File: config.mk
export PLATFORM = sky130hd
export DESIGN_NAME = aap_dbg_reg_port_flat
export DESIGN_NICKNAME = d
export VERILOG_FILES = /design/src/rtl/aap_dbg_reg_port_if.sv /design/src/rtl/aap_dbg_reg_port.sv /design/src/flat_wrapper.sv
export SDC_FILE = /design/constraint.sdc
export NUM_CORES = 1
export LEC_CHECK = 0
export ABC_AREA = 1
export BUFFER_PORTS_ARGS = -buffer_cell sky130_fd_sc_hd__buf_2
export CORE_MARGIN = 1.5
export CORE_UTILIZATION = 50
export CTS_CLUSTER_DIAMETER = 120
export DETAILED_ROUTE_END_ITERATION = 10
export PLACE_DENSITY = 0.82
export SLEW_MARGIN = 10
export SYNTH_ARGS = -nofsm -noshare
export SYNTH_HDL_FRONTEND = slang
export SYNTH_SLANG_ARGS = --single-unit
File: constraint.sdc
create_clock -name clk -period 5.7 [get_ports clk]
set_clock_uncertainty 0.15 [all_clocks]
set_input_delay 0.855 -clock clk [delete_from_list [all_inputs] [get_ports clk]]
set_output_delay 0.855 -clock clk [all_outputs]
set_load 0.1 [all_outputs]
File: src/rtl/aap_dbg_reg_port_if.sv
// rtl/aap_dbg_reg_port_if.sv - host link byte channels and register-file debug port bundle
interface aap_dbg_reg_port_if;
  logic [7:0]  rx_data;
  logic        rx_valid;
  logic        rx_ready;
  logic [7:0]  tx_data;
  logic        tx_valid;
  logic        tx_ready;
  logic [5:0]  dbg_reg_rregnum;
  logic [15:0] dbg_reg_rdata;
  logic [5:0]  dbg_reg_wregnum;
  logic [15:0] dbg_reg_wdata;
  logic        dbg_reg_we;

  modport master (
    input  rx_data, rx_valid, tx_ready, dbg_reg_rdata,
    output rx_ready, tx_data, tx_valid,
    output dbg_reg_rregnum, dbg_reg_wregnum, dbg_reg_wdata, dbg_reg_we
  );

  modport slave (
    output rx_data, rx_valid, tx_ready, dbg_reg_rdata,
    input  rx_ready, tx_data, tx_valid,
    input  dbg_reg_rregnum, dbg_reg_wregnum, dbg_reg_wdata, dbg_reg_we
  );
endinterface

File: src/rtl/aap_dbg_reg_port.sv
// rtl/aap_dbg_reg_port.sv - byte-command debug master for the register file debug port
module aap_dbg_reg_port #(
  parameter int         NUM_REGS     = 16,
  parameter int         TIMEOUT      = 65535,
  parameter logic [2:0] STATE_HALTED = 3'd2
) (
  input  logic       clk,
  input  logic       rst,
  input  logic [2:0] state,
  aap_dbg_reg_port_if.master bus
);
  localparam logic [7:0] OP_READ  = 8'h52;
  localparam logic [7:0] OP_WRITE = 8'h57;
  localparam logic [7:0] RSP_ACK  = 8'h06;
  localparam logic [7:0] RSP_NAK  = 8'h15;
  localparam int         TW       = (TIMEOUT > 1) ? $clog2(TIMEOUT) : 1;
  localparam logic [TW-1:0] TMO_LAST = TW'(TIMEOUT - 1);

  typedef enum logic [3:0] {
    IDLE, GET_REG, GET_HI, GET_LO, EXEC, SEND_ACK, SEND_HI, SEND_LO, SEND_NAK
  } fsm_e;

  fsm_e          fsm_q, fsm_d;
  logic          is_write_q, is_write_d;
  logic [5:0]    regnum_q, regnum_d;
  logic [15:0]   wdata_q, wdata_d;
  logic [15:0]   shadow_q, shadow_d;
  logic [7:0]    tx_data_q, tx_data_d;
  logic          tx_valid_q, tx_valid_d;
  logic [TW-1:0] tmo_q, tmo_d;

  logic rx_ready, rx_fire, tx_fire, in_get, exec_ok;

  assign in_get   = (fsm_q == GET_REG) || (fsm_q == GET_HI) || (fsm_q == GET_LO);
  assign rx_ready = (fsm_q == IDLE) || in_get;
  assign rx_fire  = rx_ready && bus.rx_valid;
  assign tx_fire  = tx_valid_q && bus.tx_ready;
  assign exec_ok  = (state == STATE_HALTED) && ({26'd0, regnum_q} < NUM_REGS);

  always_comb begin
    fsm_d      = fsm_q;
    is_write_d = is_write_q;
    regnum_d   = regnum_q;
    wdata_d    = wdata_q;
    shadow_d   = shadow_q;
    tx_data_d  = tx_data_q;
    tx_valid_d = tx_valid_q;
    tmo_d      = tmo_q;
    case (fsm_q)
      IDLE: begin
        tmo_d = '0;
        if (rx_fire) begin
          if (bus.rx_data == OP_READ || bus.rx_data == OP_WRITE) begin
            is_write_d = (bus.rx_data == OP_WRITE);
            fsm_d      = GET_REG;
          end else begin
            fsm_d      = SEND_NAK;
            tx_valid_d = 1'b1;
            tx_data_d  = RSP_NAK;
          end
        end
      end
      GET_REG: if (rx_fire) begin
        regnum_d = bus.rx_data[5:0];
        fsm_d    = is_write_q ? GET_HI : EXEC;
      end
      GET_HI: if (rx_fire) begin
        wdata_d = {bus.rx_data, wdata_q[7:0]};
        fsm_d   = GET_LO;
      end
      GET_LO: if (rx_fire) begin
        wdata_d = {wdata_q[15:8], bus.rx_data};
        fsm_d   = EXEC;
      end
      EXEC: begin
        tx_valid_d = 1'b1;
        if (!exec_ok) begin
          fsm_d     = SEND_NAK;
          tx_data_d = RSP_NAK;
        end else begin
          fsm_d     = SEND_ACK;
          tx_data_d = RSP_ACK;
          if (!is_write_q) shadow_d = bus.dbg_reg_rdata;
        end
      end
      SEND_ACK: if (tx_fire) begin
        if (is_write_q) begin
          fsm_d      = IDLE;
          tx_valid_d = 1'b0;
        end else begin
          fsm_d     = SEND_HI;
          tx_data_d = shadow_q[15:8];
        end
      end
      SEND_HI: if (tx_fire) begin
        fsm_d     = SEND_LO;
        tx_data_d = shadow_q[7:0];
      end
      SEND_LO, SEND_NAK: if (tx_fire) begin
        fsm_d      = IDLE;
        tx_valid_d = 1'b0;
      end
      default: fsm_d = IDLE;
    endcase

    // Inter-byte timeout: any accepted byte restarts the window.
    if (in_get) begin
      if (rx_fire) begin
        tmo_d = '0;
      end else if (TIMEOUT != 0 && tmo_q == TMO_LAST) begin
        fsm_d = IDLE;
        tmo_d = '0;
      end else begin
        tmo_d = tmo_q + TW'(1);
      end
    end
  end

  always_ff @(posedge clk or posedge rst) begin
    if (rst) begin
      fsm_q      <= IDLE;
      is_write_q <= 1'b0;
      regnum_q   <= '0;
      wdata_q    <= '0;
      shadow_q   <= '0;
      tx_data_q  <= '0;
      tx_valid_q <= 1'b0;
      tmo_q      <= '0;
    end else begin
      fsm_q      <= fsm_d;
      is_write_q <= is_write_d;
      regnum_q   <= regnum_d;
      wdata_q    <= wdata_d;
      shadow_q   <= shadow_d;
      tx_data_q  <= tx_data_d;
      tx_valid_q <= tx_valid_d;
      tmo_q      <= tmo_d;
    end
  end

  assign bus.rx_ready        = rx_ready;
  assign bus.tx_data         = tx_data_q;
  assign bus.tx_valid        = tx_valid_q;
  assign bus.dbg_reg_rregnum = regnum_q;
  assign bus.dbg_reg_wregnum = regnum_q;
  assign bus.dbg_reg_wdata   = wdata_q;
  // The strobe lives only in the EXEC cycle, so it is a decode of the state register.
  assign bus.dbg_reg_we      = (fsm_q == EXEC) && is_write_q && exec_ok;
endmodule

File: src/flat_wrapper.sv
// flat-port wrapper written by rule: the top's interface ports become plain ports
module aap_dbg_reg_port_flat 
#(
  parameter int         NUM_REGS     = 16,
  parameter int         TIMEOUT      = 65535,
  parameter logic [2:0] STATE_HALTED = 3'd2
)
  (clk, rst, state, bus_rx_data, bus_rx_valid, bus_tx_ready, bus_dbg_reg_rdata, bus_rx_ready, bus_tx_data, bus_tx_valid, bus_dbg_reg_rregnum, bus_dbg_reg_wregnum, bus_dbg_reg_wdata, bus_dbg_reg_we);
  aap_dbg_reg_port_if bus_i ();
  input  logic clk;
  input  logic rst;
  input  logic [2:0] state;
  input wire logic [$bits(bus_i.rx_data)-1:0] bus_rx_data;
  input wire logic [$bits(bus_i.rx_valid)-1:0] bus_rx_valid;
  input wire logic [$bits(bus_i.tx_ready)-1:0] bus_tx_ready;
  input wire logic [$bits(bus_i.dbg_reg_rdata)-1:0] bus_dbg_reg_rdata;
  output wire logic [$bits(bus_i.rx_ready)-1:0] bus_rx_ready;
  output wire logic [$bits(bus_i.tx_data)-1:0] bus_tx_data;
  output wire logic [$bits(bus_i.tx_valid)-1:0] bus_tx_valid;
  output wire logic [$bits(bus_i.dbg_reg_rregnum)-1:0] bus_dbg_reg_rregnum;
  output wire logic [$bits(bus_i.dbg_reg_wregnum)-1:0] bus_dbg_reg_wregnum;
  output wire logic [$bits(bus_i.dbg_reg_wdata)-1:0] bus_dbg_reg_wdata;
  output wire logic [$bits(bus_i.dbg_reg_we)-1:0] bus_dbg_reg_we;
  assign bus_i.rx_data = bus_rx_data;
  assign bus_i.rx_valid = bus_rx_valid;
  assign bus_i.tx_ready = bus_tx_ready;
  assign bus_i.dbg_reg_rdata = bus_dbg_reg_rdata;
  assign bus_rx_ready = bus_i.rx_ready;
  assign bus_tx_data = bus_i.tx_data;
  assign bus_tx_valid = bus_i.tx_valid;
  assign bus_dbg_reg_rregnum = bus_i.dbg_reg_rregnum;
  assign bus_dbg_reg_wregnum = bus_i.dbg_reg_wregnum;
  assign bus_dbg_reg_wdata = bus_i.dbg_reg_wdata;
  assign bus_dbg_reg_we = bus_i.dbg_reg_we;
  aap_dbg_reg_port #(.NUM_REGS(NUM_REGS), .TIMEOUT(TIMEOUT), .STATE_HALTED(STATE_HALTED)) u_core (.clk(clk), .rst(rst), .state(state), .bus(bus_i));
endmodule
-- Word-level counts from Yosys, hierarchy flattened
Cells that the tools add are included.
- register bits after elaboration: 68
- bits of input ports: 31
- word-level logic and storage cells: 89
- $add $sub $neg: 1
- order comparisons: 1
- equality and inequality tests: 19
- multiplexer cells: 35
- bitwise gates (word level): 3
- reduce and logical (&&, ||, !) cells: 21
- operators by type and width (kind ; number):
    $mux W16 ; 5
    $mux W4 ; 12
    $mux W8 ; 6
    $pmux W16 S2 ; 1
    $pmux W4 S8 ; 1
    $pmux W8 S4 ; 1
    $add A16 B1 Y16 const B ; 1
    $eq A16 B16 Y1 const B ; 1
    $eq A4 B3 Y1 const B ; 4
    $eq A8 B7 Y1 const B ; 2
    $reduce_and A3 Y1 ; 4
    $reduce_and A6 Y1 ; 2
    $ne A2 B1 Y1 const B ; 5
    $eq A4 B2 Y1 const B ; 2
    $reduce_bool A4 Y1 ; 2
    $lt A6 B5 Y1 const B ; 1
    $mux W3 ; 2
    $logic_and A1 B1 Y1 ; 5
    $mux W1 ; 5
    $mux W5 ; 1
    $eq A4 B1 Y1 const B ; 1
    $eq A4 B4 Y1 const B ; 1
    $logic_not A4 Y1 ; 1
    $logic_or A1 B1 Y1 ; 4
    other kinds (7) ; 10

-- Logic depth before layout (Yosys ltp)
- word-level depth: 10
- depth in mapped cells: 10
- gate-level depth less buffers: 10

-- Worst setup path before layout
No wires, ideal clock.
- path type: input port to output port
- from: input state[0]
- to: output bus_dbg_reg_we
- arrival: 2.614 ns
- required time: 4.695 ns
- slack: 2.081 ns
- cell stages on the path: 5
- path buffers: 0
- cell sequence: nor2_1 > nand4_1 > nor2_4 > inv_1 > nor2_1
- cells in the longest elaborated chain, start to end: 3
- RTL lines (what ; line ; RTL):
    from (decl) ; flat_wrapper.sv:12 ; input logic [2:0] state;
    $eq A3 B2 Y1 ; aap_dbg_reg_port.sv:38 ; assign exec_ok = (state == STATE_HALTED) && ({26'd0, regnum_q} < NUM_REGS);
    $logic_and A1 B1 Y1 ; aap_dbg_reg_port.sv:38 ;
    $logic_and A1 B1 Y1 ; aap_dbg_reg_port.sv:148 ; assign bus.dbg_reg_we = (fsm_q == EXEC) && is_write_q && exec_ok;
    to (decl) ; flat_wrapper.sv:23 ; output wire logic [$bits(bus_i.dbg_reg_we)-1:0] bus_dbg_reg_we;
Every way passes these cells.

-- Worst setup path after layout
Same ends and word-level chain as after synthesis.

==> impl_metrics.py <==
metrics = {
    "outcome": {
        "status": "finished clean",
    },
    "drt": {
        "dr_total_vias": 3211,
        "highest_layer": "met4",
        "drtIter0Drc": 264,
        "antenna_left": 0,
        "via_per_inst": 5.24,
        "routed_wl_um": 8350,
        "wirelength_met1_um": 3620,
        "drc": 0,
        "routedWlPerCell_um": 13.6,
        "met3WireLength_um": 597,
        "firstDrtPassIters": 5,
        "dr_wl_met2_um": 3980,
    },
    "layout": {
        "area_delta_synth_final_pct": 17.3,
        "fin_nets": 545,
        "layout_common_cells": "nand2_1 (143), buf_2 (69), dfrtp_1 (68), nand3_1 (41), inv_1 (38)",
        "mostFrequentLayoutCell": "nand2_1",
        "fill_cells": 603,
        "diodes": 0,
        "fin_cells": 613,
        "drive_gt1_frac": 0.238,
    },
    "setup_path": {
        "path_buf_inv": 3,
        "cp_slowest_stage_delay_ns": 0.45,
        "critical_path_required_ns": 4.70,
        "cp-end-kind": "primary output",
        "cp_top_family": "simple AND/OR/NAND/NOR gates",
        "crit_path_top_delay_cell": "buf_2",
        "start_kind": "primary input",
        "r2r-start": "u_core.fsm_q[3]",
        "path_cells": "buf_2, nor2_1, nand4_1, nor2_4, inv_1, nor2_1, buf_2",
        "startpoint": "state[0]",
        "criticalPathCategory": "primary input to primary output",
        "critPathMaxFanout": 16,
        "arrival_ns": 2.32,
    },
    "floorplanning": {
        "die_h_um": 87.3,
        "ios": 70,
        "fp.dieArea_um2": 7630,
        "die_x_um": 87.3,
        "rows": 30,
        "start_util": 0.521,
        "core_um2": 6830,
    },
    "grt": {
        "grt_pass1_vias": 2996,
        "grt_max_degree": 69,
        "antenna_found_initial": 0,
        "grt_pass1_wl_um": 13900,
        "grt_usage": 0.238,
        "overflow": 0,
    },
    "clock_network": {
        "clockBufferDepth": 2,
        "cts_tree": "yes",
        "clock-sinks": 68,
        "cts_resized": 0,
        "clkTransAtPathRegs_ns": 0.07,
        "clock_latency_ns": 0.36,
        "ctsHoldBuffers": 0,
        "htree_levels": 3,
        "clock_tree.root_cell": "clkbuf_8",
        "cts_setup_buffers": 0,
        "cts_buffers": 9,
    },
    "sta": {
        "finalSetupViolCount": 0,
        "rsz0062_at_grt": "false",
        "slew_headroom": 0.422,
        "fmax_ghz": 0.301,
        "hold_violations": 0,
        "tightest_slew_ns": 0.863,
        "min_period_over_period": 0.583,
        "finalMaxSlewViolations": 0,
        "tns_ns": 0,
        "min_period_ns": 3.33,
    },
    "place": {
        "hpwl_um": 5830,
        "gp_congestion": 0.929,
        "portBuffers": 69,
        "placedCellCount": 597,
    },
    "yosys": {
        "yosys_warnings": 0,
        "post-synth-top-area-fraction": 0.478,
        "synthCells": 446,
        "synth-seq-area-share": 0.478,
        "netlist_area_um2": 3560,
        "synth_cell_type_count": 36,
        "synth-seq-cells": 68,
        "syn-num-nets": 479,
        "avgSynthCellArea_um2": 7.98,
        "synth.largest_area_cell": "dfrtp_1",
        "ys_top_cells_by_area": "dfrtp_1 (48%), nand2_1 (15%), nand3_1 (5.8%), inv_1 (4.1%), nor2_1 (3.4%)",
    },
    "pwr": {
        "power.density_nw_per_um2": 468,
        "leakage_nw": 2.20,
        "max-vdd-ir-drop_uv": 663,
    },
    "job": {
        "drv_cap": 0,
    },
    "worst_hold_path": {
        "hold_path_class": "flip-flop to flip-flop",
        "min_from": "u_core.shadow_q[10]",
    },
}
-- cell families after synthesis --
kind of cell	synth area share
AOI/OAI and AO/OA	0.106
xor gates and xnor gates	0.0123
adders and majority gates	0.00703
buffers and inverters	0.0802
DFF	0.478
and+or+nand+nor	0.317
-- cell type report --
class | count | area, um^2 | area share
Sequential cell | 68 | 1700 | 0.408
Inverter | 48 | 180 | 0.0432
Timing Repair Buffer | 70 | 353 | 0.0845
Clock buffer | 10 | 138 | 0.0330
Multi-Input combinational cell | 315 | 1570 | 0.376
Clock inverter | 6 | 111 | 0.0267
Tap cell | 96 | 120 | 0.0288
-- worst register-to-register path: stages (launching register included) --
cell and delay, ns:
dfrtp_1 0.46, inv_2 0.12, nand2_1 0.08, nor2_1 0.67, nand2_1 0.13, o21ai_1 0.21, nor2_4 0.12, nand2_4 0.12
nand2_1 0.06, nand2_1 0.06
-- flip-flops by register name, summed over array words and instances, names as in the netlist --
register / cells
u_core.fsm_q: 4
u_core.bus.tx_data: 8
u_core.bus.dbg_reg_wdata: 16
u_core.bus.tx_valid: 1
u_core.is_write_q: 1
u_core.shadow_q: 16
u_core.bus.dbg_reg_rregnum: 6
u_core.tmo_q: 16
-- synthesized netlist by cell type, drive strengths merged --
cell / n
o211ai: 1
nand3: 42
o31ai: 8
xor2: 3
a21o: 1
o21ai: 37
buf: 13
xnor2: 2
o221ai: 1
nor2: 43
nor3: 5
o22ai: 2
and2: 1
o21bai: 1
ha: 2
a21oi: 5
clkbuf: 2
dfrtp: 68
clkinv: 1
nand4: 11
inv: 47
a21boi: 1
a22o: 1
nand2: 148
-- per-stage QoR --
| stage | utilization | total power [mW] | instance area (um^2) | hold WS (ns) | setup slack [ns] |
|---|---|---|---|---|---|
| finish | 0.611 | 1.95 | 4170 | 0.324 | 2.37 |
| global route | 0.611 | 2.05 | 4170 | 0.345 | 2.28 |
| CTS | 0.611 | 1.97 | 4170 | 0.327 | 2.40 |
| detailed placement | 0.575 | 1.46 | 3930 | 0.309 | 2.44 |
| global placement | 0.575 | 1.45 | 3930 | 0.303 | 2.49 |
| floorplan | - | 1.35 | 3560 | 0.292 | 2.08 |
-- where the power goes --
group / internal [mW] / total, mW / switching, mW
sequential: 0.555 / 0.611 / 0.0558
combinational: 0.138 / 0.845 / 0.707
clock: 0.302 / 0.499 / 0.196
-- final timing paths --
check | slack, ns | depth (start not counted) | end
max in group asynchronous | 4.24 | 3 | u_core.tmo_q[11]
setup / recovery | 2.37 | 7 | bus_dbg_reg_we
hold / removal | 0.32 | 2 | u_core.shadow_q[10]
setup reg to reg | 3.46 | 9 | u_core.bus.tx_data[5]
hold reg to reg | 0.32 | 2 | u_core.shadow_q[10]
min in group asynchronous | 0.58 | 3 | u_core.tmo_q[6]
-- routing by layer --
metal | up-vias | GRT usage
li1 | 1572 | -
met3 | 14 | 0.0654
met4 | 0 | 0.0909
met1 | 1511 | 0.313
met5 | - | 0
met2 | 114 | 0.377
Note: power is estimated with default switching activity, not from simulation.
